===== src/rtl/hilo_ctrl.sv =====
// hilo_ctrl: HI/LO register file and sequencer for an external divider.
// MT/MF ops complete in IDLE; DIV/DIVU launch the divider, wait for its
// result (or a timeout) and commit quotient/remainder into LO/HI.
module hilo_ctrl #(
    parameter int TIMEOUT_CYCLES = 64
) (
    input  logic        clk,
    input  logic        rst_n,        // active-high async reset
    input  logic        op_valid,
    input  logic [2:0]  op_code,
    input  logic [31:0] op_rs,
    input  logic [31:0] op_rt,
    output logic        op_ready,
    output logic        stall,
    output logic [31:0] mf_data,
    output logic        mf_valid,
    output logic [31:0] hi,
    output logic [31:0] lo,
    output logic        div_start,
    output logic        div_select,
    output logic [31:0] div_in1,
    output logic [31:0] div_in2,
    input  logic [31:0] div_lo,
    input  logic [31:0] div_hi,
    input  logic        div_dbz,
    input  logic        div_done,
    output logic        dbz_flag,
    output logic        timeout_err
);

    localparam logic [1:0] S_IDLE   = 2'd0;
    localparam logic [1:0] S_LAUNCH = 2'd1;
    localparam logic [1:0] S_WAIT   = 2'd2;

    localparam logic [2:0] OP_NOP0 = 3'b000;
    localparam logic [2:0] OP_DIV  = 3'b001;
    localparam logic [2:0] OP_DIVU = 3'b010;
    localparam logic [2:0] OP_MTHI = 3'b011;
    localparam logic [2:0] OP_MTLO = 3'b100;
    localparam logic [2:0] OP_MFHI = 3'b101;
    localparam logic [2:0] OP_MFLO = 3'b110;
    localparam logic [2:0] OP_NOP7 = 3'b111;

    localparam int CW = $clog2(TIMEOUT_CYCLES + 1);
    localparam logic [CW-1:0] CNT_LAST = CW'(TIMEOUT_CYCLES - 1);

    logic [1:0]    state;
    logic [CW-1:0] cnt;
    logic          is_nop;
    logic          is_div;
    logic          accept;
    logic          div_commit;

    // NOPs are always accepted so they never stall the front end
    assign is_nop     = (op_code == OP_NOP0) || (op_code == OP_NOP7);
    assign is_div     = (op_code == OP_DIV)  || (op_code == OP_DIVU);
    assign op_ready   = (state == S_IDLE) || is_nop;
    assign stall      = op_valid & ~op_ready;
    assign accept     = op_valid && (state == S_IDLE);
    assign div_start  = (state == S_LAUNCH);
    assign div_commit = (state == S_WAIT) && div_done && !div_dbz;

    // Sequencer: launch, wait for done or timeout, raise event pulses
    always_ff @(posedge clk or posedge rst_n) begin
        if (rst_n) begin
            state       <= S_IDLE;
            cnt         <= '0;
            dbz_flag    <= 1'b0;
            timeout_err <= 1'b0;
        end else begin
            dbz_flag    <= 1'b0;
            timeout_err <= 1'b0;
            case (state)
                S_IDLE: begin
                    if (accept && is_div) state <= S_LAUNCH;
                end
                S_LAUNCH: begin
                    state <= S_WAIT;
                    cnt   <= '0;
                end
                S_WAIT: begin
                    if (div_done) begin
                        state    <= S_IDLE;
                        dbz_flag <= div_dbz;
                    end else if (cnt == CNT_LAST) begin
                        state       <= S_IDLE;
                        timeout_err <= 1'b1;
                    end else begin
                        cnt <= cnt + 1'b1;
                    end
                end
                default: state <= S_IDLE;
            endcase
        end
    end

    // Divider operands: captured at acceptance, held until the next divide
    always_ff @(posedge clk or posedge rst_n) begin
        if (rst_n) begin
            div_in1    <= '0;
            div_in2    <= '0;
            div_select <= 1'b0;
        end else if (accept && is_div) begin
            div_in1    <= op_rs;
            div_in2    <= op_rt;
            div_select <= (op_code == OP_DIV);
        end
    end

    // HI/LO: divider commit in WAIT, MT writes in IDLE (never both at once)
    always_ff @(posedge clk or posedge rst_n) begin
        if (rst_n) begin
            hi <= '0;
            lo <= '0;
        end else if (div_commit) begin
            hi <= div_hi;
            lo <= div_lo;
        end else if (accept && op_code == OP_MTHI) begin
            hi <= op_rs;
        end else if (accept && op_code == OP_MTLO) begin
            lo <= op_rs;
        end
    end

    // MF read port: one-cycle valid pulse, data held between reads
    always_ff @(posedge clk or posedge rst_n) begin
        if (rst_n) begin
            mf_data  <= '0;
            mf_valid <= 1'b0;
        end else begin
            mf_valid <= accept && (op_code == OP_MFHI || op_code == OP_MFLO);
            if (accept && op_code == OP_MFHI) mf_data <= hi;
            if (accept && op_code == OP_MFLO) mf_data <= lo;
        end
    end

endmodule


===== config.mk =====
export PLATFORM = sky130hd
export DESIGN_NAME = hilo_ctrl
export DESIGN_NICKNAME = d
export VERILOG_FILES = /design/src/rtl/hilo_ctrl.sv
export SDC_FILE = /design/constraint.sdc
export NUM_CORES = 1
export LEC_CHECK = 0
export BUFFER_PORTS_ARGS = -buffer_cell sky130_fd_sc_hd__buf_4
export CORE_MARGIN = 4
export CORE_UTILIZATION = 40
export CTS_BUF_LIST = sky130_fd_sc_hd__clkbuf_8
export DETAILED_ROUTE_END_ITERATION = 8
export PLACE_DENSITY_LB_ADDON = 0.3
export SETUP_SLACK_MARGIN = 0.05
export SLEW_MARGIN = 20
export SYNTH_ARGS = -nofsm -noshare
export SYNTH_HDL_FRONTEND = slang
export SYNTH_SLANG_ARGS = --single-unit

===== constraint.sdc =====
create_clock -name clk -period 5.75 [get_ports clk]
set_input_delay 0.575 -clock clk [delete_from_list [all_inputs] [get_ports clk]]
set_output_delay 0.575 -clock clk [all_outputs]
set_load 0.01 [all_outputs]

==> results by group, run 1 <==
STA
  • Worst-Margin Slew: 1.07 ns
  • Final Critical Period: 2.89 ns
  • Slew Viols, Final: 0
  • RSZ-0062 raised after global routing: false
  • Final Hold Viols: 0
  • # setup viols final: 0
  • Max_slew headroom: 0.288
  • Crit share post-route: 0.503
  • Skew final: 0.0156 ns
  • Setup TNS: 0 ns
  • Max Fclk: 346 MHz

Final layout
  • P&R area growth vs syn: 36.6%
  • Commonest non-fill, non-tap cells in the layout: buf_4 (310), dfrtp_1 (173), nor2_1 (103)
  • Fillers: 1633
  • Multi-input gate area: 2950 µm²
  • Ant. Diodes: 0
  • Core occupancy in the finished layout: 0.554
  • Layout Nets: 1065
  • Share of layout cells above drive strength 1: 0.439
  • Commonest non-fill, non-tap cell in the layout: buf_4
  • Sequential Area: 4330 µm²

Global route
  • Vias in the first global route: 5994
  • Total gr overflow: 0
  • Total global-route track usage: 0.199
  • Largest net degree at the start of global routing: 93
  • Initial antenna violation count: 0
  • First-pass GRT wire length: 33700 µm

Setup path
  • Maximum fanout along the worst path: 33
  • Crit path DAT: 3.23 ns
  • CP delay by family, top: simple AND/OR/NAND/NOR gates
  • Critical Path End Type: flop
  • Worst EP required: 6.09 ns
  • Slowest cell delay on critical path: 0.86 ns
  • Worst path cell trace: inv_1, ha_1, nand3b_1, nor2_4, buf_4, mux2_2
  • Crit path kind: reg2reg
  • Startpoint types: flop
  • Crit path buffers/inverters: 2
  • Worst path slowest cell: nor2_4

Yosys
  • Synth Warn #: 0
  • Cells after synthesis: 633
  • Synth unique cells: 38
  • FF+latch count, synth: 173
  • Synth Net Count: 774
  • Yosys top cell by area: dfrtp_1
  • Mean Syn Cell Area: 11.9 µm²
  • Seq/Total Area, Yosys: 0.572
  • Post-synth top area share: 0.572
  • Main area contributors after synthesis: dfrtp_1 (57%), mux2i_1 (13%), mux2_2 (9.2%)
  • Mapped cell area: 7560 µm²

Power
  • Seq pwr share: 0.410
  • PwrDens: 515 nW/µm²
  • Switching share of power: 0.354
  • Maximum vdd drop: 0.000263 V
  • Leak: 4.93 nW
  • Internal power: 3.44 mW
  • Net switching power: 1.88 mW
  • Gate power share: 0.430
  • Clock power share: 0.160

Floorplanning
  • Io pins: 303
  • Starting density of the core: 0.406
  • Row cnt: 50
  • Full die area: 21200 µm²
  • Die W: 146 µm
  • Core Area: 18600 µm²
  • Die Ht: 146 µm

Detailed routing
  • Detailed Route WL: 20900 µm
  • Metal-1 WL: 8730 µm
  • Met2 routed WL: 10400 µm
  • Via count: 5825
  • Routed met3 length: 1310 µm
  • # DRC: 0
  • DR vias/cell: 4.98
  • Detail Route Antenna Nets: 0
  • 1st-pass router iterations: 6
  • Drt wl/cell: 17.9 µm
  • Top layer used by detailed routing: met4
  • DRT iter0 DRCs: 251

Clocking
  • Post-CTS setup buffers: 0
  • Inserted Clock Buffers: 17
  • Reg clk slew, reported paths: 0.09 ns
  • Post-CTS sizing: 0
  • Sink Count: 173
  • H-tree depth: 4
  • TritonCTS clock tree: done
  • Clk_lat worst skew: 0.45 ns
  • Deepest clock path buffer count: 2
  • Root Buffer: clkbuf_8
  • Cts hold-fix bufs: 0

Worst hold path
  • Tightest Hold Check Type: in2async

Placement
  • Routability cong.: 0.788
  • HPWL after detailed placement: 14800 µm
  • Input/output buffers: 302

Job
  • Max Cap Viol: 0

Run status
  • Status: completed
cells by family after synthesis:
logic type,count (synthesis),synth area share
flops,173,0.572
mux,163,0.227
simple gates,131,0.0735
compound gates,114,0.0779
buf+inv,46,0.0400
fa+ha+maj,5,0.00827
xor+xnor,1,0.00116
metal layers:
metal | GRT usage | vias up
met2 | 0.331 | 195
met3 | 0.0595 | 29
met1 | 0.246 | 2817
met5 | 0 | -
li1 | - | 2784
met4 | 0.0712 | 0
per-stage QoR:
| stage | power, mW | setup slack [ns] | hold WS, ns | area, µm² | cells |
|---|---|---|---|---|---|
| 5_1_grt | 5.68 | 2.65 | 0.293 | 10300 | 1170 |
| 3_3_place_gp | 4.48 | 2.78 | 0.470 | 9930 | 1138 |
| 2_1_floorplan | 3.25 | 0.487 | 0.501 | 7560 | 633 |
| 4_1_cts | 5.39 | 2.79 | 0.280 | 10300 | 1169 |
| 3_5_place_dp | 4.53 | 2.75 | 0.481 | 9930 | 1138 |
| 6_report | 5.32 | 2.86 | 0.311 | 10300 | 1170 |
synthesized netlist by cell type:
| library cell | number |
|---|---|
| nand2b_1 | 1 |
| a21boi_0 | 1 |
| o21ai_0 | 8 |
| nor2_2 | 1 |
| and2_1 | 1 |
| buf_8 | 3 |
| a41oi_1 | 1 |
| and3_1 | 1 |
| ha_1 | 5 |
| nor3_4 | 1 |
| xnor2_1 | 1 |
| or4_1 | 1 |
| or3_1 | 3 |
| o211ai_1 | 1 |
| mux2i_1 | 96 |
| a21oi_1 | 100 |
| nor3_1 | 1 |
| mux2_1 | 5 |
| inv_1 | 7 |
| nand3_1 | 4 |
| buf_4 | 2 |
| dfrtp_1 | 173 |
| nor2_4 | 1 |
| nand4_1 | 1 |
| nand2_1 | 7 |
| buf_6 | 10 |
| nand3b_1 | 1 |
| a22o_1 | 1 |
| clkbuf_1 | 13 |
| o2111ai_1 | 1 |
| nor2_1 | 104 |
| and3_2 | 1 |
| buf_2 | 10 |
| clkbuf_2 | 1 |
| nor3b_1 | 1 |
| a21boi_1 | 1 |
| mux2_2 | 62 |
| or2_2 | 1 |
state kept, by name (all words and copies together) (netlist names):
name / count
div_in1: 32
div_in2: 32
hi: 32
lo: 32
mf_data: 32
cnt: 7
state: 2
dbz_flag: 1
div_select: 1
mf_valid: 1
timeout_err: 1
path summary, 6_finish.rpt:
check,from,to,slack [ns],cells past startpoint
max reg2reg,state[1],div_in1[21],2.86,6
min reg2reg,div_in1[16],div_in1[16],0.50,1
min,rst_n,div_in2[10],0.31,2
max,state[1],div_in1[21],2.86,6
min in group clk,div_done,timeout_err,0.32,2
max in group asynchronous,rst_n,div_in1[8],4.35,3
power by group through the flow:
| stage | registers, mW | clock network [mW] | logic [mW] |
|---|---|---|---|
| after floorplan | 2.41 | 0 | 0.835 |
| after global placement | 2.20 | 0 | 2.28 |
| after detailed placement | 2.21 | 0 | 2.32 |
| after CTS | 2.19 | 0.881 | 2.32 |
| after global routing | 2.27 | 0.932 | 2.48 |
| final | 2.18 | 0.852 | 2.29 |
cell type report:
class	count	share of cell area
Multi-Input combinational cell	414	0.285
Timing Repair Buffer	311	0.227
Clock inverter	13	0.0134
Inverter	7	0.00303
Tap cell	234	0.0283
Sequential cell	173	0.419
Clock buffer	18	0.0240
No activity file was read; power rests on OpenSTA's default activity.
==> run 2: changes to the inputs <==
- ABC_AREA: default -> 1
- clock period: 5.75 -> 2.7 ns (I/O delays scaled with it)
==> results by group, run 2 <==
Run status
  • Status: completed (unchanged)

Floorplanning
  • Die Ht: 147 µm (was 146 µm)
  • Io pins: 303 (unchanged)
  • Die W: 147 µm (was 146 µm)
  • Starting density of the core: 0.411 (was 0.406)
  • Full die area: 21700 µm² (was 21200 µm²)
  • Core Area: 18900 µm² (was 18600 µm²)
  • Row cnt: 50 (unchanged)

Setup path
  • Crit path DAT: 2.47 ns (was 3.23 ns)
  • R2R depth: 8 (was 6)
  • Startpoint types: flop (unchanged)
  • Setup slack, reg-to-reg: 0.53 ns (was 2.86 ns)
  • CP dominant cell by count: nand2_1
  • Maximum fanout along the worst path: 65 (was 33)
  • Slowest cell delay on critical path: 0.58 ns (was 0.86 ns)
  • Worst EP required: 3.00 ns (was 6.09 ns)
  • Start point of the critical path: state[0] (was state[1])
  • Worst path cell trace: inv_1, ha_1, nand2_1, inv_2, buf_4, nor2_1, nand2_1, o21ai_0 (was inv_1, ha_1, nand3b_1, nor2_4, buf_4, mux2_2)
  • CP delay by family, top: buffers and inverters (was simple AND/OR/NAND/NOR gates)
  • R2r endpoint: cnt[1] (was div_in1[21])
  • FF-to-FF Start: state[0] (was state[1])
  • Crit path buffers/inverters: 3 (was 2)
  • Critical Path End Type: flop (unchanged)
  • Worst path slowest cell: buf_4 (was nor2_4)
  • Crit path kind: reg2reg (unchanged)

Global route
  • Met3 usage in global routing: 0.0564 (was 0.0595)
  • Vias in the first global route: 7844 (was 5994)
  • Total global-route track usage: 0.233 (was 0.199)
  • Initial antenna violation count: 0 (unchanged)
  • First-pass GRT wire length: 40500 µm (was 33700 µm)
  • Total gr overflow: 0 (unchanged)
  • Layer carrying the most global-route usage: met2 (unchanged)
  • GR Layer Usage met1: 0.287 (was 0.246)
  • Met2 usage in global routing: 0.393 (was 0.331)
  • Largest net degree at the start of global routing: 81 (was 93)

Yosys
  • Synth unique cells: 21 (was 38)
  • Post-synth top area share: 0.558 (was 0.572)
  • Most frequent cell after synthesis: nand2_1 (was dfrtp_1)
  • Yosys top cell by area: dfrtp_1 (unchanged)
  • Asr flop ratio synth: 1.00 (unchanged)
  • Mean Syn Cell Area: 8.34 µm² (was 11.9 µm²)
  • Synth Net Count: 1071 (was 774)
  • Synth cell count leaders: nand2_1 (414), dfrtp_1 (173), nand3_1 (108) (was dfrtp_1 (173), nor2_1 (104), a21oi_1 (100))
  • Post-synth EDFFs: 0 (unchanged)
  • FF+latch count, synth: 173 (unchanged)
  • Seq/Total Area, Yosys: 0.558 (was 0.572)
  • Mapped cell area: 7760 µm² (was 7560 µm²)
  • Cells after synthesis: 930 (was 633)
  • Synth Flop Type: dfrtp_1 (unchanged)
  • Main area contributors after synthesis: dfrtp_1 (56%), nand2_1 (20%), nand3_1 (7.0%) (was dfrtp_1 (57%), mux2i_1 (13%), mux2_2 (9.2%))
  • Synth Warn #: 0 (unchanged)

Power
  • Net switching power: 4.30 mW (was 1.88 mW)
  • Leak: 5.80 nW (was 4.93 nW)
  • PwrDens: 1040 nW/µm² (was 515 nW/µm²)
  • Switching share of power: 0.375 (was 0.354)
  • Clock power share: 0.168 (was 0.160)
  • Gate power share: 0.431 (was 0.430)
  • Maximum vdd drop: 0.000480 V (was 0.000263 V)
  • Seq pwr share: 0.402 (was 0.410)
  • Internal power: 7.15 mW (was 3.44 mW)

Placement
  • HPWL after detailed placement: 17100 µm (was 14800 µm)
  • Routability cong.: 0.837 (was 0.788)
  • Inst Count DP: 1448 (was 1138)
  • Input/output buffers: 302 (unchanged)

Worst hold path
  • Hold EP: div_in2[25]
  • Worst hold start: op_rt[25]
  • WHS Path Cells: 3
  • Tightest Hold Check Type: in2reg (was in2async)

Clocking
  • Deepest clock path buffer count: 2 (unchanged)
  • Post-CTS sizing: 0 (unchanged)
  • Post-CTS setup buffers: 0 (unchanged)
  • Inserted Clock Buffers: 17 (unchanged)
  • Reg clk slew, reported paths: 0.09 ns (about the same)
  • Clk_lat worst skew: 0.44 ns (was 0.45 ns)
  • TritonCTS clock tree: done (unchanged)
  • Root Buffer: clkbuf_8 (unchanged)
  • H-tree depth: 4 (unchanged)
  • Cts hold-fix bufs: 33 (was 0)
  • Sink Count: 173 (unchanged)

STA
  • Setup TNS: 0 ns (unchanged)
  • Worst-Margin Slew: 0.748 ns (was 1.07 ns)
  • Final Hold Viols: 0 (unchanged)
  • Max Fclk: 461 MHz (was 346 MHz)
  • Skew final: 0.0140 ns (was 0.0156 ns)
  • Max_slew headroom: 0.501 (was 0.288)
  • RSZ-0062 raised after global routing: false (unchanged)
  • Final Critical Period: 2.17 ns (was 2.89 ns)
  • Crit share post-route: 0.804 (was 0.503)
  • # setup viols final: 0 (unchanged)
  • Slew Viols, Final: 0 (unchanged)

Final layout
  • Fin cells: 1512 (was 1170)
  • P&R area growth vs syn: 41.3% (was 36.6%)
  • Fillers: 1758 (was 1633)
  • Commonest non-fill, non-tap cell in the layout: nand2_1 (was buf_4)
  • Ant. Diodes: 0 (unchanged)
  • Share of layout cells above drive strength 1: 0.288 (was 0.439)
  • Commonest non-fill, non-tap cells in the layout: nand2_1 (413), buf_4 (308), dfrtp_1 (173) (was buf_4 (310), dfrtp_1 (173), nor2_1 (103))
  • Layout Nets: 1381 (was 1065)

Detailed routing
  • Drt wl/cell: 16.5 µm (was 17.9 µm)
  • Detailed Route WL: 24900 µm (was 20900 µm)
  • # DRC: 0 (unchanged)
  • 1st-pass router iterations: 5 (was 6)
  • Detail Route Antenna Nets: 0 (unchanged)
  • Via count: 7532 (was 5825)
  • DRT iter0 DRCs: 368 (was 251)
  • DR vias/cell: 4.98 (about the same)

Job
  • Max Cap Viol: 0 (unchanged)
## run 2: final cells by class
type | instances | area (µm²) | area share
clock buffers | 18 | 248 | 0.0226
flip-flops and latches | 173 | 4330 | 0.395
multi-input cells | 653 | 2960 | 0.269
well taps | 260 | 325 | 0.0297
clock inverters | 13 | 164 | 0.0149
inverters | 48 | 184 | 0.0168
repair buffers | 347 | 2760 | 0.252
## run 2: power groups by stage
stage	registers, mW	logic, mW	clock network (mW)
finish	4.60	4.93	1.92
global route	4.76	5.45	2.05
CTS	4.60	4.99	1.97
detailed placement	4.62	4.94	0
global placement	4.62	4.82	0
floorplan	5.06	1.76	0
## run 2: worst register-to-register path, delay by kind of cell (launching register included)
family,cells,cell delay (ns)
flops,1,0.40
buf+inv,3,0.77
fa+ha+maj,1,0.19
simple gates,3,0.52
compound gates,1,0.16
## run 2: how the worst max path moves through the flow
| stage | to | slack [ns] | cells past startpoint |
|---|---|---|---|
| floorplan | cnt[0] | 0.22 | 1 |
| global placement | mf_data[10] | 0.70 | 8 |
| detailed placement | cnt[1] | 0.56 | 8 |
| CTS | cnt[1] | 0.55 | 8 |
| global route | cnt[1] | 0.32 | 9 |
| finish | cnt[1] | 0.53 | 8 |
## run 2: cell families (layout without fill, tap and decap cells)
logic type               count (synthesis)  after routing  synth area share
AO/OA/AOI/OAI                          108            108            0.0913
adder cells (fa/ha/maj)                  5              5           0.00806
buffers and inverters                  104            426            0.0616
flip-flops                             173            173             0.558
AND/OR/NAND/NOR                        540            540             0.281
## run 2: per-stage QoR
stage / power, mW / instance area [µm²] / hold slack (ns) / utilization / worst slack (ns)
detailed placement: 9.57 / 10200 / 0.393 / 0.541 / 0.559
global placement: 9.44 / 10200 / 0.395 / 0.541 / 0.704
floorplan: 6.82 / 7760 / 0.336 / - / 0.219
CTS: 11.6 / 11000 / 0.000137 / 0.581 / 0.550
finish: 11.5 / 11000 / 0.0307 / 0.581 / 0.529
global route: 12.3 / 11000 / 0.0123 / 0.581 / 0.317
## run 2: layer usage
metal  up-vias  share of wire
met4         0          0.031
met3        53          0.079
li1       3596              -
met2       321           0.49
met5         -              0
met1      3562           0.40
